### src/rtl/strontium_div_pkg.sv
// Shared definitions for the sequential divider.
// Holds the FSM state encoding, the default operand width and the
// constants produced for a divide-by-zero result.
package strontium_div_pkg;

    localparam int unsigned DIV_WIDTH = 32;
    localparam int unsigned DIV_CNT_W = 6;

    typedef enum logic [1:0] {
        ST_IDLE = 2'd0,
        ST_CALC = 2'd1,
        ST_FIX  = 2'd2,
        ST_DONE = 2'd3
    } div_state_e;

    // Divide-by-zero result: flag set, quotient all ones, remainder = dividend
    localparam logic                 DIV0_FLAG     = 1'b1;
    localparam logic [DIV_WIDTH-1:0] DIV0_QUOTIENT = '1;

endpackage

### src/rtl/div_step.sv
// One combinational radix-2 restoring division iteration.
// Ports:
//   rem, quo      current partial remainder and quotient/dividend shift register
//   divisor_mag   divisor magnitude
//   rem_next      partial remainder after this step
//   quo_next      quotient register after this step (new bit shifted in at bit 0)
module div_step
    import strontium_div_pkg::*;
#(
    parameter int unsigned WIDTH = DIV_WIDTH
) (
    input  logic [WIDTH-1:0] rem,
    input  logic [WIDTH-1:0] quo,
    input  logic [WIDTH-1:0] divisor_mag,
    output logic [WIDTH-1:0] rem_next,
    output logic [WIDTH-1:0] quo_next
);

    logic [WIDTH:0]   rem_sh;
    logic             trial_neg;
    logic             unused_trial_msb;
    logic [WIDTH-1:0] trial_rem;

    // Shift the next dividend bit into the remainder; keep the carry-out bit
    assign rem_sh = {rem, quo[WIDTH-1]};

    // A non-negative trial never exceeds the divisor, so bit WIDTH is always zero then
    assign {trial_neg, unused_trial_msb, trial_rem} =
        {1'b0, rem_sh} - {2'b00, divisor_mag};

    assign rem_next = trial_neg ? rem_sh[WIDTH-1:0] : trial_rem;
    assign quo_next = {quo[WIDTH-2:0], ~trial_neg};

endmodule

### src/rtl/seq_divider.sv
// Iterative radix-2 restoring divider for MIPS DIV/DIVU.
// Accepts one operand pair over valid/ready, returns quotient (LO) and
// remainder (HI) a fixed WIDTH+2 cycles after the accept edge.
// Build option: SEQ_DIV_SIGNED_EN -- when defined, is_signed selects two's
// complement division; when undefined every division is unsigned and no
// sign tracking or negation logic is built.
// Ports:
//   clk, rst_n             clock, asynchronous active-low reset
//   flush                  synchronous abort, wins over in_valid
//   in_valid / in_ready    operand handshake (in_ready high only in IDLE)
//   dividend, divisor      operands
//   is_signed              1 = DIV, 0 = DIVU
//   out_valid / out_ready  result handshake, result held until accepted
//   quotient, remainder    result
//   div_zero               divisor of the current result was zero
module seq_divider
    import strontium_div_pkg::*;
#(
    parameter int unsigned WIDTH = DIV_WIDTH,
    parameter int unsigned CNT_W = DIV_CNT_W
) (
    input  logic             clk,
    input  logic             rst_n,
    input  logic             flush,
    input  logic             in_valid,
    output logic             in_ready,
    input  logic [WIDTH-1:0] dividend,
    input  logic [WIDTH-1:0] divisor,
    input  logic             is_signed,
    output logic             out_valid,
    input  logic             out_ready,
    output logic [WIDTH-1:0] quotient,
    output logic [WIDTH-1:0] remainder,
    output logic             div_zero
);

    div_state_e       state;
    div_state_e       state_next;
    logic [CNT_W-1:0] cnt;
    logic [WIDTH-1:0] rem;
    logic [WIDTH-1:0] quo;
    logic [WIDTH-1:0] divisor_mag;
    logic             dz_q;
    logic [WIDTH-1:0] rem_step;
    logic [WIDTH-1:0] quo_step;
    logic [WIDTH-1:0] dividend_mag_c;
    logic [WIDTH-1:0] divisor_mag_c;
    logic [WIDTH-1:0] quo_fixed_c;
    logic [WIDTH-1:0] rem_fixed_c;
    logic             accept_c;

    assign accept_c = (state == ST_IDLE) && in_valid && !flush;

`ifdef SEQ_DIV_SIGNED_EN
    logic dividend_neg_c;
    logic divisor_neg_c;
    logic neg_quo;
    logic neg_rem;

    // Magnitudes are taken at accept time; -2**(WIDTH-1) maps onto itself as unsigned
    assign dividend_neg_c = is_signed & dividend[WIDTH-1];
    assign divisor_neg_c  = is_signed & divisor[WIDTH-1];
    assign dividend_mag_c = dividend_neg_c ? (~dividend + WIDTH'(1)) : dividend;
    assign divisor_mag_c  = divisor_neg_c  ? (~divisor  + WIDTH'(1)) : divisor;

    // Quotient negated on differing signs, remainder follows the dividend sign
    assign quo_fixed_c = neg_quo ? (~quo + WIDTH'(1)) : quo;
    assign rem_fixed_c = neg_rem ? (~rem + WIDTH'(1)) : rem;

    // Sign bookkeeping captured with the operands
    always_ff @(posedge clk or negedge rst_n) begin
        if (!rst_n) begin
            neg_quo <= 1'b0;
            neg_rem <= 1'b0;
        end else if (accept_c) begin
            neg_quo <= dividend_neg_c ^ divisor_neg_c;
            neg_rem <= dividend_neg_c;
        end
    end
`else
    logic unused_is_signed;

    assign unused_is_signed = is_signed;
    assign dividend_mag_c   = dividend;
    assign divisor_mag_c    = divisor;
    assign quo_fixed_c      = quo;
    assign rem_fixed_c      = rem;
`endif

    div_step #(
        .WIDTH(WIDTH)
    ) u_step (
        .rem        (rem),
        .quo        (quo),
        .divisor_mag(divisor_mag),
        .rem_next   (rem_step),
        .quo_next   (quo_step)
    );

    // State register
    always_ff @(posedge clk or negedge rst_n) begin
        if (!rst_n) begin
            state <= ST_IDLE;
        end else begin
            state <= state_next;
        end
    end

    // Next-state logic; flush overrides every transition
    always_comb begin
        state_next = state;
        case (state)
            ST_IDLE: if (in_valid) state_next = ST_CALC;
            ST_CALC: if (cnt == CNT_W'(WIDTH - 1)) state_next = ST_FIX;
            ST_FIX:  state_next = ST_DONE;
            ST_DONE: if (out_valid && out_ready) state_next = ST_IDLE;
            default: state_next = ST_IDLE;
        endcase
        if (flush) begin
            state_next = ST_IDLE;
        end
    end

    // Iteration datapath: load on accept, one restoring step per CALC cycle
    always_ff @(posedge clk or negedge rst_n) begin
        if (!rst_n) begin
            cnt         <= '0;
            rem         <= '0;
            quo         <= '0;
            divisor_mag <= '0;
            dz_q        <= 1'b0;
        end else if (accept_c) begin
            cnt         <= '0;
            rem         <= '0;
            quo         <= dividend_mag_c;
            divisor_mag <= divisor_mag_c;
            dz_q        <= (divisor == '0) ? DIV0_FLAG : 1'b0;
        end else if (state == ST_CALC) begin
            cnt <= cnt + CNT_W'(1);
            rem <= rem_step;
            quo <= quo_step;
        end
    end

    // Registered outputs. out_valid rises one cycle into DONE, giving WIDTH+2 latency.
    // With a zero divisor the remainder already equals |dividend|, so the sign fix
    // restores the original dividend; only the quotient needs forcing.
    always_ff @(posedge clk or negedge rst_n) begin
        if (!rst_n) begin
            in_ready  <= 1'b1;
            out_valid <= 1'b0;
            quotient  <= '0;
            remainder <= '0;
            div_zero  <= 1'b0;
        end else begin
            in_ready  <= (state_next == ST_IDLE);
            out_valid <= (state == ST_DONE) && !flush && !(out_valid && out_ready);
            if ((state == ST_FIX) && !flush) begin
                quotient  <= dz_q ? {WIDTH{1'b1}} : quo_fixed_c;
                remainder <= rem_fixed_c;
                div_zero  <= dz_q;
            end
        end
    end

endmodule

### config.mk
export PLATFORM = sky130hd
export DESIGN_NAME = seq_divider
export DESIGN_NICKNAME = d
export VERILOG_FILES = /design/src/rtl/strontium_div_pkg.sv /design/src/rtl/div_step.sv /design/src/rtl/seq_divider.sv
export SDC_FILE = /design/constraint.sdc
export NUM_CORES = 1
export LEC_CHECK = 0
export CORE_UTILIZATION = 35
export CTS_CLUSTER_DIAMETER = 60
export DETAILED_ROUTE_END_ITERATION = 12
export GPL_TIMING_DRIVEN = 0
export SLEW_MARGIN = 5
export SYNTH_ARGS = -nofsm -noshare
export SYNTH_HDL_FRONTEND = slang
export SYNTH_HIERARCHICAL = 1
export SYNTH_SLANG_ARGS = --single-unit
### constraint.sdc
create_clock -name clk -period 7.3 [get_ports clk]
set_clock_uncertainty 0.15 [all_clocks]
set_input_delay 1.46 -clock clk [delete_from_list [all_inputs] [get_ports clk]]
set_output_delay 1.46 -clock clk [all_outputs]
set_load 0.03 [all_outputs]
* Word-level counts from Yosys, hierarchy flattened *
Cells that the tools add are included.

storage, ports and cells
  word-level logic and storage cells = 44
  output and inout bits = 67
  register bits after elaboration = 172
  input port bits = 70

cells by class
  add/sub/neg operators = 2
  bitwise gates (word level) = 1
  equal/unequal tests = 4
  reduce and logical (&&, ||, !) cells = 12
  mux-type cells = 14

operators with widths
  cell                                                              number
  32-bit 2-to-1 mux                                                 6
  33-bit by 32-bit subtractor with 34-bit output                    1
  32-bit zero test                                                  1
  6-bit 2-to-1 mux                                                  2
  2-bit 2-to-1 mux                                                  4
  2-bit case mux with 4 select lines                                1
  6-bit by 1-bit adder with 6-bit output (second input constant)    1
  6-bit by 5-bit == test with 1-bit output (second input constant)  1
  1-bit logical AND                                                 6
  2-bit == test (second input constant)                             2
  2-bit zero test                                                   2
  2-bit by 1-bit == test with 1-bit output (second input constant)  1
  1-bit zero test                                                   2
  2-bit nonzero test                                                1
  1-bit 2-to-1 mux                                                  1
  1-bit inverter                                                    1

* Longest topological paths before layout *
Gate-level depths: netlist of run 1.

  depth after elaboration = 5
  gate-level depth with buffers = 14
  depth with buffers taken out = 13

* Hierarchy *
Netlist of run 1, hierarchy kept.

modules (own cells, without submodules)
  module       seq. area each (um^2)  cells each  times used  area each (um^2)
  seq_divider  4305.4                 690         1           6919.1
  div_step     0.0                    404         1           2661.3

* Worst setup path after synthesis of run 1 *
No wires, ideal clock.

  path kind = input to register
  start = input flush
  end = register dz_q
  library setup time = 92 ps
  buffers on the path = 3
  path slack = 4486 ps
  stages on the path = 5
  arrival = 2572 ps
  data required time = 7058 ps
  path through = clkbuf_1 -> or4b_1 -> buf_2 -> buf_6 -> o31ai_2

on the way
  longest elaborated chain between the ends = 2

RTL lines
  what                    line                RTL
  start: declaration      seq_divider.sv:24   input logic flush,
  1-bit zero test         seq_divider.sv:52   assign accept_c = (state == ST_IDLE) && in_valid && !flush;
  1-bit logical AND       seq_divider.sv:52
  end signal: assignment  seq_divider.sv:137  dz_q <= (divisor == '0) ? DIV0_FLAG : 1'b0;
  end: declaration        seq_divider.sv:43   logic dz_q;

Every way passes these cells.
A chain may end at the register's enable or synchronous reset.

* Final worst setup path of run 1 *
  start = register in_ready
  end = output in_ready

RTL lines
  what                      line                RTL
  start: declaration        seq_divider.sv:26   output logic in_ready,
  start signal: assignment  seq_divider.sv:156  in_ready <= (state_next == ST_IDLE);

No word-level cell between the ends.

==> run metrics, run 1 <==
Hold Path Class=reg -> reg; Hold Vio Cnt, Final=0; clock share of power=23.6%; # rows=60; top cells by area, synth=dfrtp_1, nand2_1, ha_1, mux2_2, nand3_1; Post-synth EDFFs=0; CTS tree=done; RSZ-0062 raised after global routing=false; CTS max path bufs=2; Syn. warnings=6; CTS H-Tree Depth=4; Worst Path Max Fanout=1; Slowest cell on crit path=clkdlybuf4s50_1; Final setup viols=0; Slew HR=39.2%; sequential fraction of the synthesis area=44.9%; Cell variety after synth=78; Diodes inserted=0; share of layout cells above drive strength 1=13.0%; sw frac=41.4%; worst path required time=5690 ps; biggest area consumer among synthesized cells=dfrtp_1; # clock sinks=172; crit-path cells=clkdlybuf4s50_1; placed cells=1570; synth cell count leaders=nand2_1, dfrtp_1, nor2_1; CTS Root Buffer Type=clkbuf_16; Pint=2.36 mW; antenna viol nets, final=0; Pwr per Cell Area=336 nW/µm²; first-pass GRT wire length=44100 µm; synthesized flop and latch total=172; Crit path buffers/inverters=1; Tmin final=3220 ps; number of max-cap violations=0; Setup Fix Bufs, Post-CTS=0; LEAKAGE=5.74 nW; TritonRoute pass-1 iters=6; fraction of registers with async set/reset=100%; Reg2Reg Setup Slack=4230 ps; post-synthesis average cell area=8.76 µm²; delay-heaviest family, CP=buffers and inverters; antenna violations before repair=0; CTS hold repair buffers=0; Sw Pwr=1.67 mW; drt via density=5.12; CTS resizes=0; period utilization=44.1%; CORE AREA=26900 µm²; Die Y=167 µm; Hold WS=330 ps; DRC violations left=0; area grow syn2layout=25.2%; Top FF cell, synth=dfrtp_1; status=completed; Slew @ Worst Pin=908 ps; post-DR wirelength/cell=16.7 µm; Crit Reg-Reg Startpoint=rem[25]$_DFFE_PN0P_; clk_lat worst skew=440 ps; Total Routing Usage GR=19.8%; share of power burned in registers=31.2%; Startpoint Class=flip-flop; die footprint=28000 µm²; synthesized net count=1198; Setup CP Type=reg -> out; fin. max-slew vios=0; Critical Path AT=1610 ps; Max Freq=0.311 GHz; hold depth=2; cell depth of the worst flop-to-flop path=11; RR Endpoint=rem[6]$_DFFE_PN0P_; WL final=26700 µm; 1st-iter DRT viols=532; gr ovfl total=0; Starting Density=35.6%; Comb power frac=45.1%; vias in the first global route=8355; Mapped Area=9580 µm²; vias post-DR=8201; IO buf count=134; I/O Pins=137; detailed placement HPWL=19700 µm; Final #Nets=1352; Yosys top cell area share=44.7%; total CTS buffers=17; Hold Startpoint=divisor_mag[1]$_DFFE_PN0P_; cell with the most instances after synthesis=nand2_1; Non-Filler Instances=1602; largest net degree at the start of global routing=106; Synth Instances=1094; Worst-path clk slew=80 ps; Max IR drop VDD=0.144 mV; Die X=167 µm; Critical Path Max Stage Delay=650 ps; Hold EP=divisor_mag[1]$_DFFE_PN0P_; Worst Setup SP=in_ready$_DFF_PN1_; GPL Wtd Cong=0.887; kind of end point of the critical path=output port
-- cell usage in the layout, fill, tap and decap left out, types with 31 or more instances in the layout --
| master | count |
|---|---|
| o21ai_0 | 40 |
| ha_1 | 33 |
| a21oi_1 | 66 |
| nand2_1 | 249 |
| nor2_1 | 93 |
| a22oi_1 | 32 |
| dfrtp_1 | 171 |
| buf_4 | 31 |
| clkdlybuf4s50_1 | 133 |
| inv_1 | 44 |
| nand3_1 | 75 |
| mux2_2 | 36 |
-- worst min-delay path, stage by stage (launching register included) --
cell and delay [ps]:
dfrtp_1 350, nand2_1 50, nand2_1 60
-- sequential cells by signal, indices dropped and copies added, names as in the netlist --
name         count
remainder       32
state            2
rem             32
cnt              6
dz_q             1
quo             32
out_valid        1
quotient        32
div_zero         1
divisor_mag     32
in_ready         1
-- through the flow --
step                cell area, µm²  total power, mW  setup slack (ps)  setup TNS [ps]  utilization (%)
global placement             11300             3.06             -2660         -452390             42.2
detailed placement           11400             3.07              3620               0             42.3
global route                 12000             4.33              3970               0             44.6
floorplan                     9580             2.60              4490               0                -
finish                       12000             4.03              4080               0             44.6
CTS                          12000             4.05              4060               0             44.6
-- area by class of cell --
class / instances / area [µm²]
multi-input combinational: 781 / 4560
clock buffer: 17 / 425
sequential: 172 / 4310
buffer: 95 / 544
timing repair buffer: 135 / 1370
inverter: 46 / 173
fill: 2655 / 14900
tap: 341 / 427
clock inverter: 15 / 186
-- worst max-delay path by stage --
stage / cells after the start / slack, ps / endpoint
floorplan: 5 / 4490 / dz_q$_DFFE_PN0P_
global placement: 1 / -2660 / rem[12]$_DFFE_PN0P_
detailed placement: 6 / 3620 / divisor_mag[17]$_DFFE_PN0P_
CTS: 1 / 4060 / in_ready
global route: 6 / 3970 / divisor_mag[24]$_DFFE_PN0P_
finish: 1 / 4080 / in_ready
-- logic make-up after synthesis --
group	Yosys count	synth area share (%)
adders and majority gates	34	4.52
and+or+nand+nor	469	21.2
buffers and inverters	141	7.48
AOI/OAI and AO/OA	218	15.4
muxes	37	4.39
xor gates and xnor gates	23	2.10
DFF	172	44.9
-- routing by layer --
layer,track usage (%),vias up,routed length (µm)
met5,0,-,0
met4,4.83,0,316
met3,4.80,18,1480
met2,31.7,185,12300
met1,26.7,3978,12700
li1,-,4020,-
-- power groups by stage --
stage / sequential, mW / combinational, mW / clock [mW]
after floorplan: 1.24 / 1.36 / 0
after global placement: 1.27 / 1.79 / 0
after detailed placement: 1.27 / 1.80 / 0
after CTS: 1.26 / 1.81 / 0.974
after global routing: 1.28 / 2.03 / 1.01
final: 1.26 / 1.82 / 0.952
Note: power is estimated with default switching activity, not from simulation.
==> run 2: changes to the inputs <==
clock period = 2.9 ns   (was 7.3 ns; I/O delays follow)
==> run 2 against run 1 <==
First-iteration DRC count down 8.6%; hold slack worse by 1.0 ps; cell count up 1.4%; register-to-register slack worse by 4100 ps; setup slack worse by 4000 ps; largest power group unchanged.
==> run metrics, run 2 (same netlist as run 1, synthesis figures left out) <==
1st-iter DRT viols=486 (was 532); antenna violations before repair=0 (unchanged); Die Y=167 µm (unchanged); Starting Density=35.6% (unchanged); multi-input logic area=4710 µm² (was 4560 µm²); grt met1 use=26.6% (was 26.7%); Tmin final=2800 ps; Hold WS=329 ps (was 330 ps); Critical Path Max Stage Delay=400 ps (was 650 ps); drt via density=5.15 (was 5.12); Pwr per Cell Area=873 nW/µm² (was 336 nW/µm²); Critical Path AT=2970 ps (was 1610 ps); share of power burned in registers=29.3% (was 31.2%); DRC violations left=0 (unchanged); CTS max path bufs=2 (unchanged); RSZ-0062 raised after global routing=true (was false); vias post-DR=8365 (was 8201); Hold Path Class=reg -> reg (unchanged); most common cell after layout, fill and taps aside=nand2_1 (unchanged); Max IR drop VDD=0.360 mV (was 0.144 mV); commonest cells after routing, fill and taps aside=nand2_1, dfrtp_1, clkdlybuf4s50_1 (unchanged); period utilization=96.6%; worst path required time=3070 ps (was 5690 ps); Most Frequent Cell on Critical Path=nand2_1; number of max-cap violations=0 (unchanged); largest net degree at the start of global routing=106 (unchanged); IO buf count=134 (unchanged); fill cell count=2633 (was 2655); placed cells=1570 (unchanged); total CTS buffers=17 (unchanged); status=completed (unchanged); Die X=167 µm (unchanged); Total Routing Usage GR=19.8% (about the same); Final Power=10.8 mW (was 4.03 mW); Hold Vio Cnt, Final=0 (unchanged); area grow syn2layout=29.1% (was 25.2%); clk_lat worst skew=440 ps (about the same); crit-path cells=ha_1, clkbuf_4, and4_1, and3_1, o21ai_4, a311oi_2, nor3_4, inv_2, buf_8, mux2_2, nand2_1, nand2_1 (was clkdlybuf4s50_1); WL final=27200 µm (was 26700 µm); fin. max-slew vios=0 (unchanged); die footprint=28000 µm² (unchanged); antenna viol nets, final=0 (unchanged); CTS Root Buffer Type=clkbuf_16 (unchanged); post-DR wirelength/cell=16.7 µm (about the same); CTS H-Tree Depth=4 (unchanged); Sw Pwr=4.42 mW (was 1.67 mW); detailed placement HPWL=19700 µm (unchanged); Slowest cell on crit path=dfrtp_1 (was clkdlybuf4s50_1); Worst-path clk slew=70 ps (was 80 ps); Slew HR=39.0% (was 39.2%); Pint=6.38 mW (was 2.36 mW); # rows=60 (unchanged); Setup CP Type=reg -> reg (was reg -> out); Top Usage Layer GRT=met2 (unchanged); share of layout cells above drive strength 1=16.8% (was 13.0%); Comb power frac=48.5% (was 45.1%); CORE AREA=26900 µm² (unchanged); clock share of power=22.2% (was 23.6%); # clock sinks=172 (unchanged); Startpoint Class=flip-flop (unchanged); Seq. cell area=4310 µm² (about the same); sw frac=40.9% (was 41.4%); vias in the first global route=8387 (was 8355); I/O Pins=137 (unchanged); Diodes inserted=0 (unchanged); kind of end point of the critical path=flip-flop (was output port); gr ovfl total=0 (unchanged); TritonRoute pass-1 iters=6 (unchanged); Max Freq=0.357 GHz; Final setup viols=0 (unchanged); first-pass GRT wire length=44200 µm (was 44100 µm); GPL Wtd Cong=0.887 (unchanged); Slew @ Worst Pin=912 ps (was 908 ps); Final #Nets=1375 (was 1352); M2 GR Usage=31.8% (was 31.7%); Worst Path Max Fanout=8 (was 1); LEAKAGE=5.89 nW (was 5.74 nW); CTS tree=done (unchanged); met3 Usage GRT=4.80% (unchanged); Non-Filler Instances=1625 (was 1602)
[run 2: changes by cell type in the layout (fill, tap and decap cells not counted), sizes merged]
cell         change
buf             +22
dlygate4sd3      +1
[run 2: final timing paths]
path,startpoint,slack (ps),cells after the start,endpoint
setup / recovery,rem[9]$_DFFE_PN0P_,100,12,rem[22]$_DFFE_PN0P_
hold / removal,divisor_mag[3]$_DFFE_PN0P_,330,2,divisor_mag[3]$_DFFE_PN0P_
setup reg to reg,rem[9]$_DFFE_PN0P_,100,12,rem[22]$_DFFE_PN0P_
hold reg to reg,divisor_mag[3]$_DFFE_PN0P_,330,2,divisor_mag[3]$_DFFE_PN0P_
max in group asynchronous,rst_n,1160,3,rem[3]$_DFFE_PN0P_
min in group asynchronous,rst_n,500,2,quotient[10]$_DFFE_PN0P_
[run 2: power groups by stage]
stage	logic (mW)	clock network [mW]	registers, mW
6_report	5.23	2.40	3.17
5_1_grt	5.77	2.54	3.23
4_1_cts	4.63	2.45	3.17
3_5_place_dp	4.53	0	3.21
3_3_place_gp	4.50	0	3.20
2_1_floorplan	3.43	0	3.12
[run 2: cell type report]
| type | instances | share of cell area [%] |
|---|---|---|
| tap | 341 | 3.45 |
| clock buffer | 17 | 3.44 |
| timing repair buffer | 158 | 12.7 |
| buffer | 95 | 4.59 |
| multi-input combinational | 781 | 38.1 |
| sequential | 172 | 34.8 |
| inverter | 46 | 1.40 |
| clock inverter | 15 | 1.51 |
[run 2: layer usage]
layer | vias up | part of all wire [%] | routed length [µm]
li1 | 4071 | - | -
met1 | 4053 | 46 | 12500
met2 | 213 | 46 | 12600
met3 | 28 | 6.1 | 1660
met4 | 0 | 1.5 | 399
met5 | - | 0 | 0
[run 2: through the flow]
stage	util [%]	worst slack (ps)	setup TNS (ps)	cell area, µm²
final	46.0	97.3	0	12400
after global routing	46.0	-67.6	-449	12400
after CTS	44.8	6.02	0	12000
after detailed placement	42.3	-163	-2300	11400
after global placement	42.2	-6180	-1060090	11300
after floorplan	-	261	0	9580
[run 2: critical path: cells and delay by family, from the launching register on]
family	cells	cell delay (ps)
simple gates	5	610
buf+inv	3	490
compound gates	2	440
flops	1	400
mux	1	330
fa+ha+maj	1	280
[run 2: repair_timing]
action | in CTS | in global routing
setup buffers | 1 | 20
cloned | 0 | 1
hold endpoints to repair | 66 | 0
endpoints found under the setup margin | 29 | 33
pin swaps | 4 | 16
hold buffers | 1 | 0
gates resized for setup | 10 | 40
